<file path="config.mk">
export PLATFORM = sky130hd
export DESIGN_NAME = exec_ctrl_flat
export DESIGN_NICKNAME = d
export VERILOG_FILES = /design/src/rtl/exec_ctrl_if.sv /design/src/rtl/exec_ctrl.sv /design/src/flat_wrapper.sv
export SDC_FILE = /design/constraint.sdc
export NUM_CORES = 1
export LEC_CHECK = 0
export BUFFER_PORTS_ARGS = -buffer_cell sky130_fd_sc_hd__buf_2
export CAP_MARGIN = 20
export CORE_AREA = 2 2 129 131
export DETAILED_ROUTE_END_ITERATION = 6
export DIE_AREA = 0 0 131 133
export GPL_ROUTABILITY_DRIVEN = 0
export HOLD_SLACK_MARGIN = 0.12
export PLACE_DENSITY_LB_ADDON = 0.3
export SYNTH_ARGS = -nofsm -noshare
export SYNTH_HDL_FRONTEND = slang
export SYNTH_SLANG_ARGS = --single-unit
</file>
<file path="constraint.sdc">
create_clock -name clock -period 2.5 [get_ports clock]
set_input_delay 0.5 -clock clock [delete_from_list [all_inputs] [get_ports clock]]
set_output_delay 0.5 -clock clock [all_outputs]
set_load 0.03 [all_outputs]
</file>
<file path="src/rtl/exec_ctrl_if.sv">
// exec_ctrl bus bundle: issue handshake, ALU and multdiv sideband, result slot.
// master = environment side (issuer, ALU, multdiv unit, consumer),
// slave  = the exec_ctrl controller.
interface exec_ctrl_if #(
  parameter int TAG_W = 5
);
  logic             in_valid;
  logic             in_ready;
  logic [4:0]       in_opcode;
  logic [4:0]       in_shamt;
  logic [31:0]      in_A;
  logic [31:0]      in_B;
  logic [TAG_W-1:0] in_tag;

  logic [31:0]      alu_opA;
  logic [31:0]      alu_opB;
  logic [4:0]       alu_opcode;
  logic [4:0]       alu_shamt;
  logic [31:0]      alu_result;
  logic             alu_overflow;

  logic [31:0]      md_opA;
  logic [31:0]      md_opB;
  logic             md_mult;
  logic             md_div;
  logic [31:0]      md_result;
  logic             md_exception;
  logic             md_resultRDY;

  logic             out_valid;
  logic             out_ready;
  logic [31:0]      out_result;
  logic [TAG_W-1:0] out_tag;
  logic             out_exception;
  logic             busy;

  modport master (
    output in_valid, in_opcode, in_shamt, in_A, in_B, in_tag,
           alu_result, alu_overflow,
           md_result, md_exception, md_resultRDY,
           out_ready,
    input  in_ready, alu_opA, alu_opB, alu_opcode, alu_shamt,
           md_opA, md_opB, md_mult, md_div,
           out_valid, out_result, out_tag, out_exception, busy
  );

  modport slave (
    input  in_valid, in_opcode, in_shamt, in_A, in_B, in_tag,
           alu_result, alu_overflow,
           md_result, md_exception, md_resultRDY,
           out_ready,
    output in_ready, alu_opA, alu_opB, alu_opcode, alu_shamt,
           md_opA, md_opB, md_mult, md_div,
           out_valid, out_result, out_tag, out_exception, busy
  );
endinterface

</file>
<file path="src/rtl/exec_ctrl.sv">
// exec_ctrl: execute-stage controller sharing a single-cycle ALU and a
// multi-cycle multiply/divide unit, with a registered result slot.
// Optional MD_WAIT watchdog enabled by defining EXEC_CTRL_TIMEOUT_EN.
//
// state      | meaning
// -----------+------------------------------------------------------
// S_IDLE     | accepting requests; ALU/illegal ops complete here
// S_MD_START | one-cycle start strobe to multdiv, operands held
// S_MD_WAIT  | waiting for md_resultRDY (or watchdog expiry)
module exec_ctrl #(
  parameter int MD_TIMEOUT = 64,
  parameter int TAG_W      = 5
) (
  input logic        clock,
  input logic        reset_n,
  exec_ctrl_if.slave bus
);

  localparam logic [1:0] S_IDLE     = 2'd0;
  localparam logic [1:0] S_MD_START = 2'd1;
  localparam logic [1:0] S_MD_WAIT  = 2'd2;

  // The watchdog counter is 8 bits wide, so the limit must fit in it.
  if (MD_TIMEOUT < 1 || MD_TIMEOUT > 255) begin : g_bad_md_timeout
    $error("exec_ctrl: MD_TIMEOUT must be in 1..255");
  end

  logic [1:0]       state_q, state_d;
  logic [31:0]      md_opA_q, md_opA_d;
  logic [31:0]      md_opB_q, md_opB_d;
  logic [TAG_W-1:0] tag_lat_q, tag_lat_d;
  logic             is_div_q, is_div_d;
  logic             out_valid_q, out_valid_d;
  logic [31:0]      out_result_q, out_result_d;
  logic [TAG_W-1:0] out_tag_q, out_tag_d;
  logic             out_exc_q, out_exc_d;
`ifdef EXEC_CTRL_TIMEOUT_EN
  logic [7:0]       wait_cnt_q, wait_cnt_d;
`endif

  logic             in_ready;
  logic             accept;
  logic             load;
  logic [31:0]      load_res;
  logic             load_exc;
  logic [TAG_W-1:0] load_tag;

  assign in_ready = (state_q == S_IDLE) && (!out_valid_q || bus.out_ready);
  assign accept   = bus.in_valid && in_ready;

  // Next-state, operand latch and slot-load selection.
  always_comb begin
    state_d  = state_q;
    md_opA_d = md_opA_q;
    md_opB_d = md_opB_q;
    tag_lat_d = tag_lat_q;
    is_div_d = is_div_q;
    load     = 1'b0;
    load_res = '0;
    load_exc = 1'b0;
    load_tag = bus.in_tag;
`ifdef EXEC_CTRL_TIMEOUT_EN
    wait_cnt_d = wait_cnt_q;
`endif
    case (state_q)
      S_IDLE: begin
        if (accept) begin
          if (bus.in_opcode <= 5'd5) begin
            load     = 1'b1;
            load_res = bus.alu_result;
            load_exc = bus.alu_overflow && (bus.in_opcode <= 5'd1);
          end else if (bus.in_opcode <= 5'd7) begin
            md_opA_d  = bus.in_A;
            md_opB_d  = bus.in_B;
            tag_lat_d = bus.in_tag;
            is_div_d  = bus.in_opcode[0];
            state_d   = S_MD_START;
          end else begin
            load     = 1'b1;
            load_exc = 1'b1;
          end
        end
      end
      S_MD_START: begin
        // Any md_resultRDY here belongs to nothing we started; ignore it.
        state_d = S_MD_WAIT;
`ifdef EXEC_CTRL_TIMEOUT_EN
        wait_cnt_d = '0;
`endif
      end
      S_MD_WAIT: begin
        load_tag = tag_lat_q;
`ifdef EXEC_CTRL_TIMEOUT_EN
        wait_cnt_d = wait_cnt_q + 8'd1;
`endif
        if (bus.md_resultRDY) begin
          load     = 1'b1;
          load_res = bus.md_result;
          load_exc = bus.md_exception;
          state_d  = S_IDLE;
        end
`ifdef EXEC_CTRL_TIMEOUT_EN
        else if (wait_cnt_q == 8'(MD_TIMEOUT - 1)) begin
          // This cycle is the MD_TIMEOUT-th wait cycle: abort with exception.
          load     = 1'b1;
          load_exc = 1'b1;
          state_d  = S_IDLE;
        end
`endif
      end
      default: state_d = S_IDLE;
    endcase
  end

  // Output slot: a load wins over a same-cycle drain.
  always_comb begin
    out_valid_d  = out_valid_q && !bus.out_ready;
    out_result_d = out_result_q;
    out_tag_d    = out_tag_q;
    out_exc_d    = out_exc_q;
    if (load) begin
      out_valid_d  = 1'b1;
      out_result_d = load_res;
      out_tag_d    = load_tag;
      out_exc_d    = load_exc;
    end
  end

  // State and datapath registers.
  always_ff @(posedge clock or negedge reset_n) begin
    if (!reset_n) begin
      state_q      <= S_IDLE;
      md_opA_q     <= '0;
      md_opB_q     <= '0;
      tag_lat_q    <= '0;
      is_div_q     <= 1'b0;
      out_valid_q  <= 1'b0;
      out_result_q <= '0;
      out_tag_q    <= '0;
      out_exc_q    <= 1'b0;
`ifdef EXEC_CTRL_TIMEOUT_EN
      wait_cnt_q   <= '0;
`endif
    end else begin
      state_q      <= state_d;
      md_opA_q     <= md_opA_d;
      md_opB_q     <= md_opB_d;
      tag_lat_q    <= tag_lat_d;
      is_div_q     <= is_div_d;
      out_valid_q  <= out_valid_d;
      out_result_q <= out_result_d;
      out_tag_q    <= out_tag_d;
      out_exc_q    <= out_exc_d;
`ifdef EXEC_CTRL_TIMEOUT_EN
      wait_cnt_q   <= wait_cnt_d;
`endif
    end
  end

  assign bus.in_ready      = in_ready;
  assign bus.alu_opA       = bus.in_A;
  assign bus.alu_opB       = bus.in_B;
  assign bus.alu_opcode    = bus.in_opcode;
  assign bus.alu_shamt     = bus.in_shamt;
  assign bus.md_opA        = md_opA_q;
  assign bus.md_opB        = md_opB_q;
  assign bus.md_mult       = (state_q == S_MD_START) && !is_div_q;
  assign bus.md_div        = (state_q == S_MD_START) && is_div_q;
  assign bus.out_valid     = out_valid_q;
  assign bus.out_result    = out_result_q;
  assign bus.out_tag       = out_tag_q;
  assign bus.out_exception = out_exc_q;
  assign bus.busy          = (state_q != S_IDLE);

endmodule

</file>
<file path="src/flat_wrapper.sv">
// flat-port wrapper written by rule: the top's interface ports become plain ports
module exec_ctrl_flat 
#(
  parameter int MD_TIMEOUT = 64,
  parameter int TAG_W      = 5
)
  (clock, reset_n, bus_in_valid, bus_in_opcode, bus_in_shamt, bus_in_A, bus_in_B, bus_in_tag, bus_alu_result, bus_alu_overflow, bus_md_result, bus_md_exception, bus_md_resultRDY, bus_out_ready, bus_in_ready, bus_alu_opA, bus_alu_opB, bus_alu_opcode, bus_alu_shamt, bus_md_opA, bus_md_opB, bus_md_mult, bus_md_div, bus_out_valid, bus_out_result, bus_out_tag, bus_out_exception, bus_busy);
  exec_ctrl_if #(.TAG_W(TAG_W)) bus_i ();
  input logic clock;
  input logic reset_n;
  input wire logic [$bits(bus_i.in_valid)-1:0] bus_in_valid;
  input wire logic [$bits(bus_i.in_opcode)-1:0] bus_in_opcode;
  input wire logic [$bits(bus_i.in_shamt)-1:0] bus_in_shamt;
  input wire logic [$bits(bus_i.in_A)-1:0] bus_in_A;
  input wire logic [$bits(bus_i.in_B)-1:0] bus_in_B;
  input wire logic [$bits(bus_i.in_tag)-1:0] bus_in_tag;
  input wire logic [$bits(bus_i.alu_result)-1:0] bus_alu_result;
  input wire logic [$bits(bus_i.alu_overflow)-1:0] bus_alu_overflow;
  input wire logic [$bits(bus_i.md_result)-1:0] bus_md_result;
  input wire logic [$bits(bus_i.md_exception)-1:0] bus_md_exception;
  input wire logic [$bits(bus_i.md_resultRDY)-1:0] bus_md_resultRDY;
  input wire logic [$bits(bus_i.out_ready)-1:0] bus_out_ready;
  output wire logic [$bits(bus_i.in_ready)-1:0] bus_in_ready;
  output wire logic [$bits(bus_i.alu_opA)-1:0] bus_alu_opA;
  output wire logic [$bits(bus_i.alu_opB)-1:0] bus_alu_opB;
  output wire logic [$bits(bus_i.alu_opcode)-1:0] bus_alu_opcode;
  output wire logic [$bits(bus_i.alu_shamt)-1:0] bus_alu_shamt;
  output wire logic [$bits(bus_i.md_opA)-1:0] bus_md_opA;
  output wire logic [$bits(bus_i.md_opB)-1:0] bus_md_opB;
  output wire logic [$bits(bus_i.md_mult)-1:0] bus_md_mult;
  output wire logic [$bits(bus_i.md_div)-1:0] bus_md_div;
  output wire logic [$bits(bus_i.out_valid)-1:0] bus_out_valid;
  output wire logic [$bits(bus_i.out_result)-1:0] bus_out_result;
  output wire logic [$bits(bus_i.out_tag)-1:0] bus_out_tag;
  output wire logic [$bits(bus_i.out_exception)-1:0] bus_out_exception;
  output wire logic [$bits(bus_i.busy)-1:0] bus_busy;
  assign bus_i.in_valid = bus_in_valid;
  assign bus_i.in_opcode = bus_in_opcode;
  assign bus_i.in_shamt = bus_in_shamt;
  assign bus_i.in_A = bus_in_A;
  assign bus_i.in_B = bus_in_B;
  assign bus_i.in_tag = bus_in_tag;
  assign bus_i.alu_result = bus_alu_result;
  assign bus_i.alu_overflow = bus_alu_overflow;
  assign bus_i.md_result = bus_md_result;
  assign bus_i.md_exception = bus_md_exception;
  assign bus_i.md_resultRDY = bus_md_resultRDY;
  assign bus_i.out_ready = bus_out_ready;
  assign bus_in_ready = bus_i.in_ready;
  assign bus_alu_opA = bus_i.alu_opA;
  assign bus_alu_opB = bus_i.alu_opB;
  assign bus_alu_opcode = bus_i.alu_opcode;
  assign bus_alu_shamt = bus_i.alu_shamt;
  assign bus_md_opA = bus_i.md_opA;
  assign bus_md_opB = bus_i.md_opB;
  assign bus_md_mult = bus_i.md_mult;
  assign bus_md_div = bus_i.md_div;
  assign bus_out_valid = bus_i.out_valid;
  assign bus_out_result = bus_i.out_result;
  assign bus_out_tag = bus_i.out_tag;
  assign bus_out_exception = bus_i.out_exception;
  assign bus_busy = bus_i.busy;
  exec_ctrl #(.MD_TIMEOUT(MD_TIMEOUT), .TAG_W(TAG_W)) u_core (.clock(clock), .reset_n(reset_n), .bus(bus_i));
endmodule
</file>
==> results.toml <==
[layout]
syn2layout_area_growth_pct = 30.53
fin_area_sq_um = 6933
drive_above_1_share_pct = 68.85
antenna_cells = 0
stdcell_count = 846
nNetsFinal = 772

[pwr]
pwr-share-comb_pct = 35.2
power_frac_clock_pct = 24.8
swShare_pct = 35.95
ir_worst_vdd_mv = 0.3081
p_per_area_nw_per_um2 = 861.2
p_switching_mw = 2.146
intPower_mw = 3.824
leakagePower_nw = 3.964
p_seq_share_pct = 40.0

[setup_path]
path_buf_inv = 2
startpoint_type = "flip-flop"
path_max_fanout = 71
critPathMaxStageDelay_ns = 0.54
critPathSlowestCell = "or4_4"
reg2reg_depth = 5
crit_cells = 5
crit_type = "reg2reg"
r2r_end = "u_core.bus.md_opA[18]"
rrSetupSlack_ns = 0.38
r2r-start = "u_core.state_q[0]"
cpLargestDelayFamily = "simple AND/OR/NAND/NOR gates"
path_cells = "nor2_2 > inv_2 > or4_4 > buf_12 > mux2_4"
arrival_ns = 2.36
crit_path_end_kind = "flip-flop"
critical_path_required_ns = 2.74

[clocking]
cts_tree = "done"
cts_resized = 0
cts_sinks = 111
cts_made_buffers = 9
clk_path_buf_depth = 2
cts_setup_buffers = 0
h-tree-depth = 3
cts-root-buf = "clkbuf_16"
clkLatencyLatePin_ns = 0.35
clk_transition_reported_paths_ns = 0.07
cts_hold_buf = 1

[synthesis]
synth_edf_count = 0
syn_avg_cell_area_sq_um = 14.20
netlist_area_sq_um = 5311
synthArstFlopShare_pct = 100.0
synth_area_leaders = "dfrtp_1, mux2_4, buf_4, a221o_1, and2_1"
ys.warnings.count = 0
synthCells = 374
synth_top_area_share_pct = 52.30
synth.yosys.seq_area_share_pct = 52.30
synth_seq_cells = 111
synth_nets = 524
yosysTopAreaCell = "dfrtp_1"
synth_top_flop_cell = "dfrtp_1"
synth_cell_types = 25

[placement]
dp_hpwl_microns = 9579
dpl_cell_area_sq_um = 6619
placed_cells = 830
portBuffers = 320

[sta]
setup_viol = 0
worstMarginPinSlew_ns = 0.6179
maxClockFrequency_ghz = 0.4707
finalCritPeriodShare_pct = 84.98
min_period_ns = 2.124
slew_violations = 0
hold_viol_final = 0
max_slew_margin_pct = 58.81
setup_tns_ns = 0
rsz0062_at_grt = "false"
clock_skew_ns = 0.007674

[global_routing]
grt_pass1_vias = 3806
globalRouteTotalUtil_pct = 14.30
antenna_found_initial = 0
grt_max_degree = 72
grt_pass1_wl_microns = 19270
overflow = 0

[detailed_routing]
first_pass_iters = 4
drtAntennaViolNets = 0
route.detailed.drc = 0
vias = 3758
post_drt_wl_per_cell_microns = 15.08
drtIter0Drc = 76
drt-vias-per-instance = 4.442
finalWirelength_microns = 12760

[floorplan]
start_util_pct = 32.84
die_h_microns = 133
fp-row-count = 47
die_area_sq_um = 17420
dieWidth_microns = 131
core_area_sq_um = 16170
io_pins = 331

[run_status]
status = "complete, no violations"

[run]
cap_violations = 0

[worst_hold_path]
hold_class = "in2reg"
whs_endpoint = "u_core.state_q[1]"
hold_depth = 2
hp-start = "bus_md_resultRDY"
Yosys cell counts, types with 2 or more instances:
cell,number
buf_2,5
inv_1,4
nor2_1,4
nor2b_1,2
nand2b_1,2
mux2_4,69
mux2_2,11
buf_4,74
clkbuf_1,7
and2_1,32
dfrtp_1,111
buf_6,8
a221o_1,33
kinds of logic (layout without fill, tap and decap cells):
logic type	Yosys count	in the layout	share of synthesized area [%]
AND/OR/NAND/NOR	47	47	5.583
buffers and inverters	99	351	13.47
AO/OA/AOI/OAI	37	37	6.808
multiplexers	80	80	21.84
flip-flops	111	111	52.30
cells in the final DEF (no fill, tap or decap):
cell type / synthesis / routed
and2_1: 32 / 32
a221o_1: 33 / 33
nand2b_1: 2 / 2
nor2b_1: 2 / 2
o21ai_0: 1 / 1
mux2_4: 69 / 69
a211o_1: 1 / 1
buf_4: 74 / 9
inv_6: 0 / 2
clkinv_4: 0 / 2
a2111oi_0: 1 / 1
nor2_2: 1 / 1
bufinv_16: 0 / 1
mux2_2: 11 / 11
nor4_2: 0 / 1
dfrtp_1: 111 / 111
nor2_1: 4 / 4
and3b_1: 1 / 1
buf_2: 5 / 319
inv_1: 4 / 4
nand2_1: 1 / 1
or3b_2: 1 / 1
clkbuf_8: 0 / 1
a41oi_4: 0 / 1
inv_2: 1 / 1
dlygate4sd3_1: 0 / 1
buf_12: 0 / 2
nand4bb_1: 1 / 1
or4_4: 1 / 1
clkbuf_16: 0 / 9
power groups by stage:
stage	clock, mW	sequential, mW	combinational [mW]
after floorplan	0	3.12	0.792
after global placement	0	2.42	2.09
after detailed placement	0	2.41	2.13
after CTS	1.54	2.39	2.13
after global routing	1.62	2.43	2.23
final	1.48	2.39	2.10
through the flow:
stage	worst slack [ns]	utilization, %	hold slack, ns	total power, mW
CTS	0.4415	42.87	0.3458	6.054
finish	0.3756	42.87	0.3551	5.971
global placement	0.3653	40.93	0.4149	4.508
global route	0.3183	42.87	0.3592	6.279
detailed placement	0.3321	40.93	0.4210	4.538
floorplan	0.6346	-	0.2044	3.910
state kept, by name (all words and copies together) (netlist names):
| name | flops |
|---|---|
| u_core.bus.md_opA | 32 |
| u_core.bus.md_opB | 32 |
| u_core.bus.out_result | 32 |
| u_core.bus.out_tag | 5 |
| u_core.tag_lat_q | 5 |
| u_core.state_q | 2 |
| u_core.bus.out_exception | 1 |
| u_core.bus.out_valid | 1 |
| u_core.is_div_q | 1 |
final cells by class:
cell class	count	area (sq um)
Tap cell	220	275.3
Multi-Input combinational cell	164	1843
Sequential cell	111	2778
Timing Repair Buffer	331	1714
Fill cell	1570	9239
Inverter	5	18.77
Clock buffer	10	239.0
Clock inverter	5	65.06
worst max path at each step:
stage / startpoint / to / slack [ns]
finish: u_core.state_q[0] / u_core.bus.md_opA[18] / 0.38
global route: u_core.state_q[0] / u_core.tag_lat_q[1] / 0.32
CTS: u_core.state_q[0] / u_core.bus.md_opA[4] / 0.44
detailed placement: bus_in_opcode[4] / u_core.bus.md_opA[4] / 0.33
global placement: bus_in_opcode[4] / u_core.bus.md_opB[17] / 0.37
floorplan: u_core.bus.out_valid / u_core.bus.md_opA[0] / 0.63
layer usage:
metal | vias to the layer above | share of wire [%] | track usage [%]
met5 | - | 0 | 0
met4 | 0 | 1.3 | 4.255
met3 | 11 | 8.3 | 4.772
met2 | 210 | 48 | 23.66
met1 | 1797 | 42 | 17.62
li1 | 1740 | - | -
(Power assumes the default switching activity.)
